## src/rtl/cpu_pkg.sv

```systemverilog
// ----------------------------------------------------------------------------
// cpu_pkg
// Shared definitions for the multi-cycle 9-bit-instruction core control path.
//   seq_state_t : sequencer state encoding
//   CTL_*       : bit positions inside the decoder control word
// ----------------------------------------------------------------------------
package cpu_pkg;

    typedef enum logic [2:0] {
        S_IDLE   = 3'd0,
        S_FETCH  = 3'd1,
        S_DECODE = 3'd2,
        S_EXEC   = 3'd3,
        S_MEM    = 3'd4,
        S_WB     = 3'd5,
        S_HALT   = 3'd6
    } seq_state_t;

    localparam int CTL_BR     = 9;  // branch instruction
    localparam int CTL_BRT    = 8;  // branch type: 0 absolute, 1 relative
    localparam int CTL_WEN    = 7;  // register-file write
    localparam int CTL_COUTW  = 6;  // carry-register write
    localparam int CTL_HALT   = 4;  // halt
    localparam int CTL_MRD    = 3;  // data-memory read
    localparam int CTL_MWR    = 2;  // data-memory write
    localparam int CTL_SEL_LO = 0;  // low bit of the 2-bit writeback select

endpackage

```

## src/rtl/pc_unit.sv

```systemverilog
// ----------------------------------------------------------------------------
// pc_unit
// Program counter register with its next-PC selection.
//   clk, reset   : clock, synchronous active-high reset (PC -> 0)
//   clear        : restart request, PC -> 0
//   update       : load the next PC (asserted during writeback)
//   br_taken     : branch instruction whose condition is true
//   br_rel       : taken branch is PC-relative (else absolute)
//   br_target    : absolute target or signed relative offset
//   pc           : current PC / instruction ROM address
// ----------------------------------------------------------------------------
module pc_unit #(
    parameter int IW = 8
) (
    input  logic          clk,
    input  logic          reset,
    input  logic          clear,
    input  logic          update,
    input  logic          br_taken,
    input  logic          br_rel,
    input  logic [IW-1:0] br_target,
    output logic [IW-1:0] pc
);

    logic signed [IW-1:0] br_off;
    logic        [IW-1:0] pc_next;

    assign br_off = signed'(br_target);

    // Two's-complement addition in IW bits gives pc + offset modulo 2^IW,
    // so negative offsets and wrap-around need no special handling.
    always_comb begin
        pc_next = pc + IW'(1);
        if (br_taken) begin
            if (br_rel) begin
                pc_next = IW'(signed'(pc) + br_off);
            end else begin
                pc_next = br_target;
            end
        end
    end

    always_ff @(posedge clk) begin
        if (reset || clear) begin
            pc <= '0;
        end else if (update) begin
            pc <= pc_next;
        end
    end

endmodule

```

## src/rtl/mc_sequencer.sv

```systemverilog
// ----------------------------------------------------------------------------
// mc_sequencer
// Multi-cycle control sequencer: steps each instruction through
// FETCH / DECODE / EXEC / [MEM] / WB, owns the PC, handles the data-memory
// req/ack handshake with timeout, and counts retired instructions.
//   clk, reset    : clock, synchronous active-high reset
//   start         : begin / restart (honoured in IDLE and HALT only)
//   ctl_i         : decoder control word for the instruction in the IR
//   br_flag_i     : ALU branch condition (used in WB)
//   br_target_i   : branch target / offset (used in WB)
//   mem_ack_i     : data-memory access complete (used in MEM)
//   pc_o          : instruction ROM address
//   ir_we_o       : IR load strobe (FETCH)
//   alu_we_o      : ALU result/carry capture strobe (EXEC)
//   rf_we_o       : register-file write enable (WB)
//   cout_we_o     : carry-register write enable (WB)
//   rf_sel_o      : writeback source select
//   mem_req_o     : data-memory request (MEM)
//   mem_we_o      : request is a write
//   done          : core halted
//   err_o         : halted by a memory timeout
//   retired_o     : saturating retired-instruction count
// ----------------------------------------------------------------------------
module mc_sequencer
    import cpu_pkg::*;
#(
    parameter int IW          = 8,
    parameter int CW          = 10,
    parameter int MEM_TIMEOUT = 15,
    parameter int CNT_W       = 16
) (
    input  logic             clk,
    input  logic             reset,
    input  logic             start,
    input  logic [CW-1:0]    ctl_i,
    input  logic             br_flag_i,
    input  logic [IW-1:0]    br_target_i,
    input  logic             mem_ack_i,
    output logic [IW-1:0]    pc_o,
    output logic             ir_we_o,
    output logic             alu_we_o,
    output logic             rf_we_o,
    output logic             cout_we_o,
    output logic [1:0]       rf_sel_o,
    output logic             mem_req_o,
    output logic             mem_we_o,
    output logic             done,
    output logic             err_o,
    output logic [CNT_W-1:0] retired_o
);

    localparam int WAIT_W = (MEM_TIMEOUT > 1) ? $clog2(MEM_TIMEOUT) : 1;

    seq_state_t        state, state_next;
    logic [CW-1:0]     ctl_q;
    logic [WAIT_W-1:0] wait_cnt;
    logic [CNT_W-1:0]  retired_q;
    logic              err_q;
    logic              mem_timeout;
    logic              restart;
    logic              retire;

    // Control-word bits with no role in sequencing (reserved bit and any
    // bits above the branch flag) are kept only so the whole word is consumed.
    logic unused_ctl;
    assign unused_ctl = ^{ctl_q[5], ctl_q[CW-1:CTL_BR]};

    function automatic logic [CNT_W-1:0] sat_inc(input logic [CNT_W-1:0] v);
        return (&v) ? v : v + CNT_W'(1);
    endfunction

    assign mem_timeout = (wait_cnt == WAIT_W'(MEM_TIMEOUT - 1));
    assign restart     = (state == S_HALT) && start;
    // A halt retires in DECODE because it never reaches WB.
    assign retire      = (state == S_WB) || ((state == S_DECODE) && ctl_i[CTL_HALT]);

    // ---- state register ----
    always_ff @(posedge clk) begin
        if (reset) begin
            state <= S_IDLE;
        end else begin
            state <= state_next;
        end
    end

    // ---- next-state logic ----
    always_comb begin
        state_next = state;
        case (state)
            S_IDLE:   if (start) state_next = S_FETCH;
            S_FETCH:  state_next = S_DECODE;
            S_DECODE: state_next = ctl_i[CTL_HALT] ? S_HALT : S_EXEC;
            S_EXEC:   state_next = (ctl_q[CTL_MRD] || ctl_q[CTL_MWR]) ? S_MEM : S_WB;
            S_MEM: begin
                if (mem_ack_i) begin
                    state_next = S_WB;
                end else if (mem_timeout) begin
                    state_next = S_HALT;
                end
            end
            S_WB:     state_next = S_FETCH;
            S_HALT:   if (start) state_next = S_FETCH;
            default:  state_next = S_IDLE;
        endcase
    end

    // ---- control registers: control word, wait counter, retire count, error ----
    always_ff @(posedge clk) begin
        if (reset) begin
            ctl_q     <= '0;
            wait_cnt  <= '0;
            retired_q <= '0;
            err_q     <= 1'b0;
        end else begin
            if (state == S_DECODE) begin
                ctl_q <= ctl_i;
            end

            // Held at zero outside MEM, so every MEM visit starts counting from 0.
            wait_cnt <= (state == S_MEM) ? wait_cnt + WAIT_W'(1) : '0;

            if (restart) begin
                retired_q <= '0;
            end else if (retire) begin
                retired_q <= sat_inc(retired_q);
            end

            if (restart) begin
                err_q <= 1'b0;
            end else if ((state == S_MEM) && !mem_ack_i && mem_timeout) begin
                err_q <= 1'b1;
            end
        end
    end

    pc_unit #(
        .IW(IW)
    ) u_pc_unit (
        .clk      (clk),
        .reset    (reset),
        .clear    (restart),
        .update   (state == S_WB),
        .br_taken (ctl_q[CTL_BR] && br_flag_i),
        .br_rel   (ctl_q[CTL_BRT]),
        .br_target(br_target_i),
        .pc       (pc_o)
    );

    // ---- output decode (Moore: state register and ctl_q only) ----
    always_comb begin
        ir_we_o   = 1'b0;
        alu_we_o  = 1'b0;
        rf_we_o   = 1'b0;
        cout_we_o = 1'b0;
        mem_req_o = 1'b0;
        mem_we_o  = 1'b0;
        done      = 1'b0;
        case (state)
            S_FETCH: ir_we_o = 1'b1;
            S_EXEC:  alu_we_o = 1'b1;
            S_MEM: begin
                mem_req_o = 1'b1;
                // Write wins when both read and write are set.
                mem_we_o  = ctl_q[CTL_MWR];
            end
            S_WB: begin
                rf_we_o   = ctl_q[CTL_WEN];
                cout_we_o = ctl_q[CTL_COUTW];
            end
            S_HALT:  done = 1'b1;
            default: ;
        endcase
    end

    assign rf_sel_o  = ctl_q[CTL_SEL_LO +: 2];
    assign err_o     = err_q;
    assign retired_o = retired_q;

endmodule

```

## config.mk

```make
export PLATFORM = sky130hd
export DESIGN_NAME = mc_sequencer
export DESIGN_NICKNAME = d
export VERILOG_FILES = /design/src/rtl/cpu_pkg.sv /design/src/rtl/pc_unit.sv /design/src/rtl/mc_sequencer.sv
export SDC_FILE = /design/constraint.sdc
export NUM_CORES = 1
export LEC_CHECK = 0
export ABC_AREA = 1
export BUFFER_PORTS_ARGS = -buffer_cell sky130_fd_sc_hd__buf_4
export CAP_MARGIN = 20
export CORE_ASPECT_RATIO = 1.5
export CORE_MARGIN = 3
export CORE_UTILIZATION = 59
export CTS_CLUSTER_SIZE = 14
export DETAILED_ROUTE_END_ITERATION = 10
export PLACE_DENSITY_LB_ADDON = 0.25
export SLEW_MARGIN = 15
export SYNTH_ARGS = -nofsm -noshare
export SYNTH_HDL_FRONTEND = slang
export SYNTH_SLANG_ARGS = --single-unit
```

## constraint.sdc

```tcl
create_clock -name clk -period 4.96 [get_ports clk]
set_input_delay 0.248 -clock clk [delete_from_list [all_inputs] [get_ports clk]]
set_output_delay 0.248 -clock clk [all_outputs]
set_load 0.02 [all_outputs]
```

==> run_results.csv, run 1 <==
group,metric,value,unit
run,maxCapViolCount,0,
floorplanning,core-area,0.004282,mm^2
worst_setup_path,cp-start-kind,"flip-flop",
placement,gp_congestion,0.9009,
placement,place_area,0.003052,mm^2
timing,hold_viol,0,
global_route,grt_pass1_wl,10410,um
worst_setup_path,crit_type,"reg -> reg",
cells_and_area,nets,479,
power_and_ir_drop,seqPwrFrac,40.6,%
routing,vias,2666,
worst_setup_path,crit_path_end_kind,"flip-flop",
worst_setup_path,crit_fanout,15,
global_route,antenna_found_initial,0,
routing,wl_per_cell,12.53,um
cts,cts.repair.resized,0,
power_and_ir_drop,p_per_area,310.4,mW/mm^2
cts,clk-insertion-delay-late,0.29,ns
cells_and_area,stdcell_area,0.003173,mm^2
timing,relSlewSlack,52.60,%
cts,root_buffer,"clkbuf_8",
cells_and_area,drive_gt1_share,21.35,%
timing,skew,0.006207,ns
hold_path,hold_path_depth,2,
cells_and_area,layout_common_cells,"nand2_1 (95), buf_4 (55), nor2_1 (47)",
routing,viasPerCell,5.430,
synth,postSynthCellCount,393,
synth,ys_types,38,
hold_path,hold_class,"in -> reg",
cts,numCtsBuffers,5,
worst_setup_path,critical_path_required,5.12,ns
cts,cts_buffer_depth,2,
floorplanning,die_w,60.81,um
cells_and_area,syn2layout_area_growth,19.34,%
run_status,status,"complete, no violations",
cts,cts_setup_buffers,0,
global_route,overflow,0,
placement,dpl.hpwl,4646,um
power_and_ir_drop,switchingPower,350.1,uW
power_and_ir_drop,power_frac_clock,28.7,%
synth,avgSynthCellArea,6.765,um^2
timing,setup_viol,0,
cts,htree_levels,2,
timing,layout_min_cycle_time,1.999,ns
timing,rsz0062_at_grt,"no",
placement,numPortBuffers,55,
power_and_ir_drop,vdd_ir_drop_max,209.8,uV
synth,ys_ff_latch,40,
timing,fmax,0.5003,GHz
cts,clk_pin_slew_worst_paths,0.08,ns
cts,hold_buffers,0,
cts,clock-sinks,40,
cells_and_area,n_antenna_cell,0,
timing,worst_slew_pin_slew,0.7093,ns
routing,drt_iter0_markers,153,
worst_setup_path,cp_data_arrival_time,2.16,ns
synth,yosysSeqAreaShare,30.12,%
floorplanning,die_h,88.22,um
floorplanning,dieArea,0.005364,mm^2
power_and_ir_drop,combPwrFrac,30.7,%
timing,slew_violations,0,
global_route,grtUsageTotal,24.64,%
timing,fin_tns_setup,0,ns
floorplanning,ioPinCount,57,
timing,fin_crit_sh,40.30,%
power_and_ir_drop,p_leak,0.001454,uW
synth,ys_warn_count,0,
floorplanning,start_util,62.10,%
synth,syn-cell-area,0.002659,mm^2
routing,drt-total-wl,6152,um
floorplanning,rows,29,
global_route,grt_max_degree,18,
synth,synthesis.nets,428,
routing,drcViolationCount,0,
worst_setup_path,r2r_cells,8,
cts,cts_tree,"yes",
routing,ant_nets,0,
global_route,grt_pass1_vias,2501,
power_and_ir_drop,p_int,634.9,uW
cells_and_area,layout_commonest_cell,"nand2_1",
power_and_ir_drop,p_sw_share,35.55,%
routing,drt_first_pass_iters,4,
==> synth_stat cells (all sizes together) <==
cell | n | share of area, %
o31ai | 2 | 0.56
nor3b | 1 | 0.28
a21oi | 38 | 8.4
inv | 47 | 6.7
a31oi | 2 | 0.47
fa | 1 | 0.75
clkbuf | 4 | 0.61
nor2 | 48 | 6.9
or2 | 3 | 0.71
o21ai | 18 | 3.8
buf | 7 | 2.3
nand3b | 5 | 1.9
nand2 | 106 | 16
nand3 | 31 | 6.4
o2bb2ai | 1 | 0.33
o22ai | 1 | 0.24
nand4 | 5 | 1.2
o2111ai | 1 | 0.33
a211oi | 2 | 0.56
xnor2 | 6 | 2.0
ha | 11 | 5.2
nor3 | 7 | 1.9
xor2 | 6 | 2.0
dfxtp | 40 | 30
==> power groups by stage <==
stage	registers, uW	logic [uW]	clock network [uW]
global placement	405	294	0
global route	406	342	302
finish	400	302	283
detailed placement	406	301	0
CTS	399	304	289
floorplan	399	236	0
==> worst max-delay path, stage by stage, from the launching register on <==
cell and delay [ns]:
dfxtp_1 0.32, inv_1 0.17, nand3_1 0.11, inv_1 0.10, nand2_1 0.06, nand2_1 0.52, inv_1 0.35, o21ai_0 0.17
a31oi_1 0.06
==> metrics by stage <==
stage | setup WS, ns | power [uW] | hold slack [ns] | std cells | utilization (%)
after detailed placement | 2.962 | 707.6 | 0.4503 | 483 | 71.27
final | 2.961 | 985.0 | 0.1723 | 491 | 74.11
after CTS | 2.936 | 992.2 | 0.1613 | 491 | 74.11
after global placement | 2.996 | 698.5 | 0.4385 | 483 | 71.27
after floorplan | 3.214 | 635.2 | 0.3171 | 393 | -
after global routing | 2.720 | 1050 | 0.1617 | 491 | 74.11
==> path summary, 6_finish.rpt <==
path | startpoint | slack (ns) | to
setup / recovery | state[0]$_SDFFE_PP0P_ | 2.96 | u_pc_unit.pc[3]$_SDFFE_PP0N_
hold / removal | reset | 0.17 | state[1]$_SDFFE_PP0P_
setup reg to reg | state[0]$_SDFFE_PP0P_ | 2.96 | u_pc_unit.pc[3]$_SDFFE_PP0N_
hold reg to reg | ctl_q[3]$_SDFFE_PP0N_ | 0.46 | ctl_q[3]$_SDFFE_PP0N_
==> area by class of cell <==
type	instances	area (um^2)
fillers	376	1109
flip-flops and latches	40	800.8
multi-input cells	295	1602
well taps	46	57.56
clock buffers	6	82.58
inverters	47	178.9
clock inverters	2	38.79
repair buffers	55	412.9
==> routing by layer <==
layer / vias to the layer above / part of all wire [%] / GRT usage [%]
li1: 1369 / - / -
met1: 1231 / 41 / 27.76
met2: 57 / 55 / 45.08
met3: 9 / 3.1 / 3.212
met4: 0 / 1.4 / 10.06
met5: - / 0 / 0
==> kinds of logic (layout without fill, tap and decap cells) <==
kind of cell    after synthesis  in the layout  synth area share, %
flops                        40             40                30.12
buf+inv                      58            110                9.647
xor+xnor                     12             12                3.953
compound gates               65             65                14.73
simple gates                206            206                35.62
fa+ha+maj                    12             12                5.929
==> sequential cells by signal (all words and copies together) (netlist names) <==
| register | count |
|---|---|
| retired_o | 16 |
| err_o | 1 |
| u_pc_unit.pc | 8 |
| state | 3 |
| ctl_q | 8 |
| wait_cnt | 4 |
Note: power is estimated with default switching activity, not from simulation.
==> run 2: changes to the inputs <==
Settings changed: CORE_UTILIZATION 59 to 50.
Clock period 4.96 ns to 1.8 ns, I/O delays scaled along.
==> run 2 against run 1 <==
Compared with the run above:
- setup slack got worse by 2.8 ns
- hold slack lost 0.16 ns
- count of clock-buffer cells in the layout unchanged
- sequential cell count did not move
==> run_results.csv, run 2 (synthesis results as in run 1) <==
group,metric,value,unit
worst_setup_path,crit_type,"reg -> reg",
cts,cts_setup_buffers,0,
timing,fmax,0.5971,GHz
global_route,antenna_found_initial,0,
global_route,grt_pass1_wl,10740,um
cells_and_area,regArea,802.0,um^2
worst_setup_path,r2r_slack,0.13,ns
floorplanning,dieArea,0.006247,mm^2
worst_setup_path,cpPeakStageDelay,0.35,ns
worst_setup_path,slowest_stage,"fa_1",
global_route,grtUsageTotal,21.33,%
floorplanning,core-area,0.004965,mm^2
cells_and_area,multi_input_area,0.001604,mm^2
placement,numPortBuffers,55,
worst_setup_path,path_cells,"ha_2 > inv_1 > fa_1 > inv_1 > nand2_1 > nand2_1 > nand3b_1 > nand2_1 > nand2_1 > nand3_1 > nand2_1 > a21oi_1",
floorplanning,ioPinCount,57,
cells_and_area,n_antenna_cell,0,
timing,timing.hold.ws,0.009345,ns
timing,skew,0.01230,ns
cells_and_area,nets,496,
routing,drt_first_pass_iters,5,
global_route,overflow,0,
worst_setup_path,critPathTopFamily,"adder cells",
hold_path,hold_class,"in -> reg",
worst_setup_path,path_buf_inv,2,
routing,drcViolationCount,0,
cts,root_buffer,"clkbuf_8",
timing,layout_min_cycle_time,1.675,ns
worst_setup_path,cp_data_arrival_time,1.89,ns
cells_and_area,layout_commonest_cell,"nand2_1",
cts,numCtsBuffers,5,
floorplanning,rows,31,
floorplanning,start_util,53.55,%
power_and_ir_drop,p_per_area,826.1,mW/mm^2
worst_setup_path,crit_path_end_kind,"flip-flop",
cts,clock-sinks,40,
placement,gp_congestion,0.8608,
cts,cts_buffer_depth,2,
global_route,grt_pass1_vias,2604,
timing,fin_crit_sh,93.05,%
worst_setup_path,crit_top_cell,"nand2_1",
cells_and_area,fillerInstances,487,
run_status,status,"complete, no violations",
cells_and_area,largest_reg_flops,16,
routing,ant_nets,0,
cells_and_area,syn2layout_area_growth,25.69,%
cts,cts_tree,"yes",
cts,htree_levels,2,
floorplanning,die_h,95.31,um
cells_and_area,layout_common_cells,"nand2_1 (95), buf_4 (71), nor2_1 (47)",
timing,slew_violations,0,
timing,relSlewSlack,70.67,%
routing,drt-total-wl,6232,um
run,maxCapViolCount,0,
global_route,grt_max_degree,18,
timing,fin_tns_setup,0,ns
timing,hold_viol,0,
routing,vias,2721,
worst_setup_path,crit_fanout,3,
cts,hold_buffers,0,
cts,clk_pin_slew_worst_paths,0.09,ns
power_and_ir_drop,vdd_ir_drop_max,527.9,uV
placement,dpl.hpwl,4975,um
timing,setup_viol,0,
cts,clk-insertion-delay-late,0.29,ns
cells_and_area,drive_gt1_share,24.68,%
worst_setup_path,critical_path_required,2.02,ns
power_and_ir_drop,p_leak,0.001549,uW
timing,worst_slew_pin_slew,0.4389,ns
worst_setup_path,cp-start-kind,"flip-flop",
routing,viasPerCell,5.153,
timing,rsz0062_at_grt,"yes",
routing,drt_iter0_markers,132,
routing,wl_per_cell,11.80,um
floorplanning,die_w,65.54,um
==> run 2: through the flow <==
step / power, uW / setup slack (ns) / cell area (um^2) / std cells / utilization (%)
after CTS: 2781 / 0.1160 / 3338 / 528 / 67.24
after global placement: 1993 / 0.1844 / 3217 / 520 / 64.79
after global routing: 2951 / -0.005294 / 3342 / 528 / 67.31
final: 2761 / 0.1251 / 3342 / 528 / 67.31
after detailed placement: 2018 / 0.1392 / 3217 / 520 / 64.79
after floorplan: 1750 / 0.05422 / 2659 / 393 / -
==> run 2: final timing paths <==
path                                                   start                            to  cells after the start
worst max register to register  u_pc_unit.pc[0]$_SDFFE_PP0N_  u_pc_unit.pc[6]$_SDFFE_PP0N_                     12
worst min register to register         ctl_q[6]$_SDFFE_PP0N_         ctl_q[6]$_SDFFE_PP0N_                      2
worst max-delay path            u_pc_unit.pc[0]$_SDFFE_PP0N_  u_pc_unit.pc[6]$_SDFFE_PP0N_                     12
worst min-delay path                                   reset         state[1]$_SDFFE_PP0P_                      2
==> run 2: what timing repair did <==
item / 4_1_cts / 5_1_grt
resized for setup: 0 / 2
setup endpoints to repair: 0 / 3
hold endpoints to repair: 0 / 0
==> run 2: layer usage <==
layer	share of wire, %	GRT usage (%)	vias to the layer above
li1	-	-	1404
met1	41	22.74	1250
met2	54	41.76	59
met3	3.3	2.830	8
met4	1.4	7.439	0
met5	0	0	-
==> run 2: area by class of cell <==
cell class | count | area share [%]
repair buffers | 72 | 16.55
clock buffers | 6 | 2.471
flip-flops and latches | 40 | 24.00
inverters | 47 | 5.354
clock inverters | 2 | 1.161
well taps | 66 | 2.471
multi-input cells | 295 | 48.00
==> run 2: power breakdown <==
group	switching, uW	internal (uW)	total (uW)
registers	77.1	990	1070
clock network	312	453	765
logic	571	357	929
total	960	1800	2760
==> run 3: changes to the inputs <==
Settings changed: CORE_MARGIN 3 to 2.
==> run 3 against run 2 <==
Compared with the run above:
- count of clock-buffer cells in the layout is 1 lower
- cell count is 0.57% higher
- hold slack worse by 0.0023 ns
- die area decreased by 5.1%
- largest power group unchanged
- utilization down 1.4 points
- critical path depth stayed put
- first-iteration DRC count rose by 14%
- sequential share of layout area decreased by 0.24 points
- clock power up 14%
- clock skew decreased by 0.0081 ns
- via count barely moved
==> run_results.csv, run 3 (synthesis results as in run 1) <==
group,metric,value,unit
cells_and_area,stdcell_count,531,
routing,vias,2723,
routing,met3_length,205,um
worst_setup_path,crit_top_cell,"nand2_1",
timing,setup_viol,0,
cells_and_area,nets,498,
placement,dpl.hpwl,4934,um
routing,ant_nets,0,
placement,numPortBuffers,55,
timing,relSlewSlack,69.43,%
cts,cts_tree,"yes",
worst_setup_path,crit_type,"reg -> reg",
floorplanning,start_util,51.88,%
hold_path,hold_path_depth,2,
timing,fmax,0.6079,GHz
cts,hold_buffers,0,
hold_path,worstHoldStart,"reset",
hold_path,hold_class,"in -> reg",
worst_setup_path,r2r_cells,12,
floorplanning,ioPinCount,57,
floorplanning,dieArea,0.005929,mm^2
timing,timing.hold.ws,0.007027,ns
cells_and_area,drive_gt1_share,25.70,%
timing,skew,0.004226,ns
cts,htree_levels,2,
cts,clk_pin_slew_worst_paths,0.08,ns
timing,worst_slew_pin_slew,0.4574,ns
timing,slew_violations,0,
worst_setup_path,cp_data_arrival_time,1.88,ns
timing,layout_min_cycle_time,1.645,ns
cts,cts_buffer_depth,2,
power_and_ir_drop,vdd_ir_drop_max,597.7,uV
routing,drt-total-wl,6416,um
worst_setup_path,critical_path_required,2.04,ns
cells_and_area,largest_reg_flops,16,
cts,cts.repair.resized,0,
floorplanning,core-area,0.005125,mm^2
power_and_ir_drop,p_leak,0.001557,uW
worst_setup_path,reg2reg_from,"u_pc_unit.pc[0]$_SDFFE_PP0N_",
floorplanning,die_h,93.31,um
routing,drt_first_pass_iters,4,
cells_and_area,fillerInstances,476,
hold_path,min_to,"ctl_q[0]$_SDFFE_PP0N_",
cells_and_area,layout_common_cells,"nand2_1 (94), buf_4 (73), nor2_1 (47)",
routing,dr_wl_met2,3455,um
cells_and_area,syn2layout_area_growth,26.96,%
routing,wl_met1,2607,um
routing,viasPerCell,5.128,
run,maxCapViolCount,0,
global_route,overflow,0,
routing,top_layer,"met4",
worst_setup_path,cp-start-kind,"flip-flop",
global_route,grtUsageTotal,22.34,%
worst_setup_path,crit_path_end_kind,"flip-flop",
global_route,grt_pass1_vias,2550,
timing,hold_viol,0,
global_route,antenna_found_initial,0,
worst_setup_path,crit_fanout,3,
run_status,status,"complete, no violations",
global_route,grt_pass1_wl,10740,um
timing,fin_crit_sh,91.38,%
routing,wl_per_cell,12.08,um
routing,drt_iter0_markers,151,
placement,gp_congestion,0.9791,
worst_setup_path,slowest_stage,"dfxtp_2",
worst_setup_path,cpPeakStageDelay,0.33,ns
cts,cts_setup_buffers,0,
global_route,grt_max_degree,17,
cells_and_area,layout_commonest_cell,"nand2_1",
cts,clk-insertion-delay-late,0.30,ns
worst_setup_path,r2r_slack,0.16,ns
cts,numCtsBuffers,5,
cts,root_buffer,"clkbuf_8",
placement,post-place-cells,524,
cells_and_area,n_antenna_cell,0,
power_and_ir_drop,p_per_area,856.3,mW/mm^2
routing,drcViolationCount,0,
floorplanning,die_w,63.54,um
worst_setup_path,r2r_end,"u_pc_unit.pc[6]$_SDFFE_PP0N_",
cts,clock-sinks,40,
floorplanning,rows,32,
worst_setup_path,path_cells,"ha_2 > inv_1 > fa_2 > inv_2 > nand2_1 > nand2_2 > nand3b_1 > nand2_1 > nand2_1 > nand3_1 > nand2_1 > a21oi_2",
## run 3: worst max path at each step
stage | startpoint | endpoint | slack (ns) | depth (start not counted)
4_1_cts | u_pc_unit.pc[0]$_SDFFE_PP0N_ | u_pc_unit.pc[6]$_SDFFE_PP0N_ | 0.09 | 12
2_1_floorplan | retired_o[1]$_SDFFE_PP0P_ | retired_o[8]$_SDFFE_PP0P_ | 0.05 | 9
3_3_place_gp | u_pc_unit.pc[0]$_SDFFE_PP0N_ | u_pc_unit.pc[6]$_SDFFE_PP0N_ | 0.19 | 12
5_1_grt | u_pc_unit.pc[0]$_SDFFE_PP0N_ | u_pc_unit.pc[6]$_SDFFE_PP0N_ | -0.008 | 12
6_report | u_pc_unit.pc[0]$_SDFFE_PP0N_ | u_pc_unit.pc[6]$_SDFFE_PP0N_ | 0.16 | 12
3_5_place_dp | u_pc_unit.pc[0]$_SDFFE_PP0N_ | u_pc_unit.pc[6]$_SDFFE_PP0N_ | 0.11 | 12
## run 3: per-stage QoR
stage | utilization [%] | cell area (um^2) | setup TNS, ns | total power, uW | setup WS (ns)
3_3_place_gp | 63.11 | 3234 | 0 | 2018 | 0.1910
2_1_floorplan | - | 2659 | 0 | 1750 | 0.05422
5_1_grt | 65.87 | 3376 | -0.007699 | 3080 | -0.007699
6_report | 65.87 | 3376 | 0 | 2891 | 0.1551
3_5_place_dp | 63.11 | 3234 | 0 | 2037 | 0.1097
4_1_cts | 65.63 | 3363 | 0 | 2911 | 0.09326
## run 3: where the power goes
part,switching (uW),total (uW),internal [uW]
clock network,327,873,546
logic,587,965,378
registers,65.0,1050,988
total,978,2890,1910
## run 3: final cells by class
| cell class | count | area [um^2] | share of cell area, % |
|---|---|---|---|
| inverter | 47 | 178.9 | 5.300 |
| clock buffer | 5 | 68.82 | 2.039 |
| timing repair buffer | 74 | 568.0 | 16.83 |
| clock inverter | 2 | 60.06 | 1.779 |
| multi-input combinational | 295 | 1613 | 47.78 |
| sequential | 40 | 802.0 | 23.76 |
| tap | 68 | 85.08 | 2.520 |
## run 3: critical path, delay by kind of cell (launching register included)
family,cells,cell delay (ns)
buffers and inverters,2,0.12
adder cells (fa/ha/maj),2,0.50
flip-flops,1,0.33
AO/OA/AOI/OAI,1,0.11
AND/OR/NAND/NOR,7,0.52
## run 3: routing by layer
metal | vias up | track usage, %
met5 | - | 0
met4 | 0 | 9.964
met3 | 12 | 3.730
met2 | 61 | 42.11
met1 | 1236 | 23.91
li1 | 1414 | -
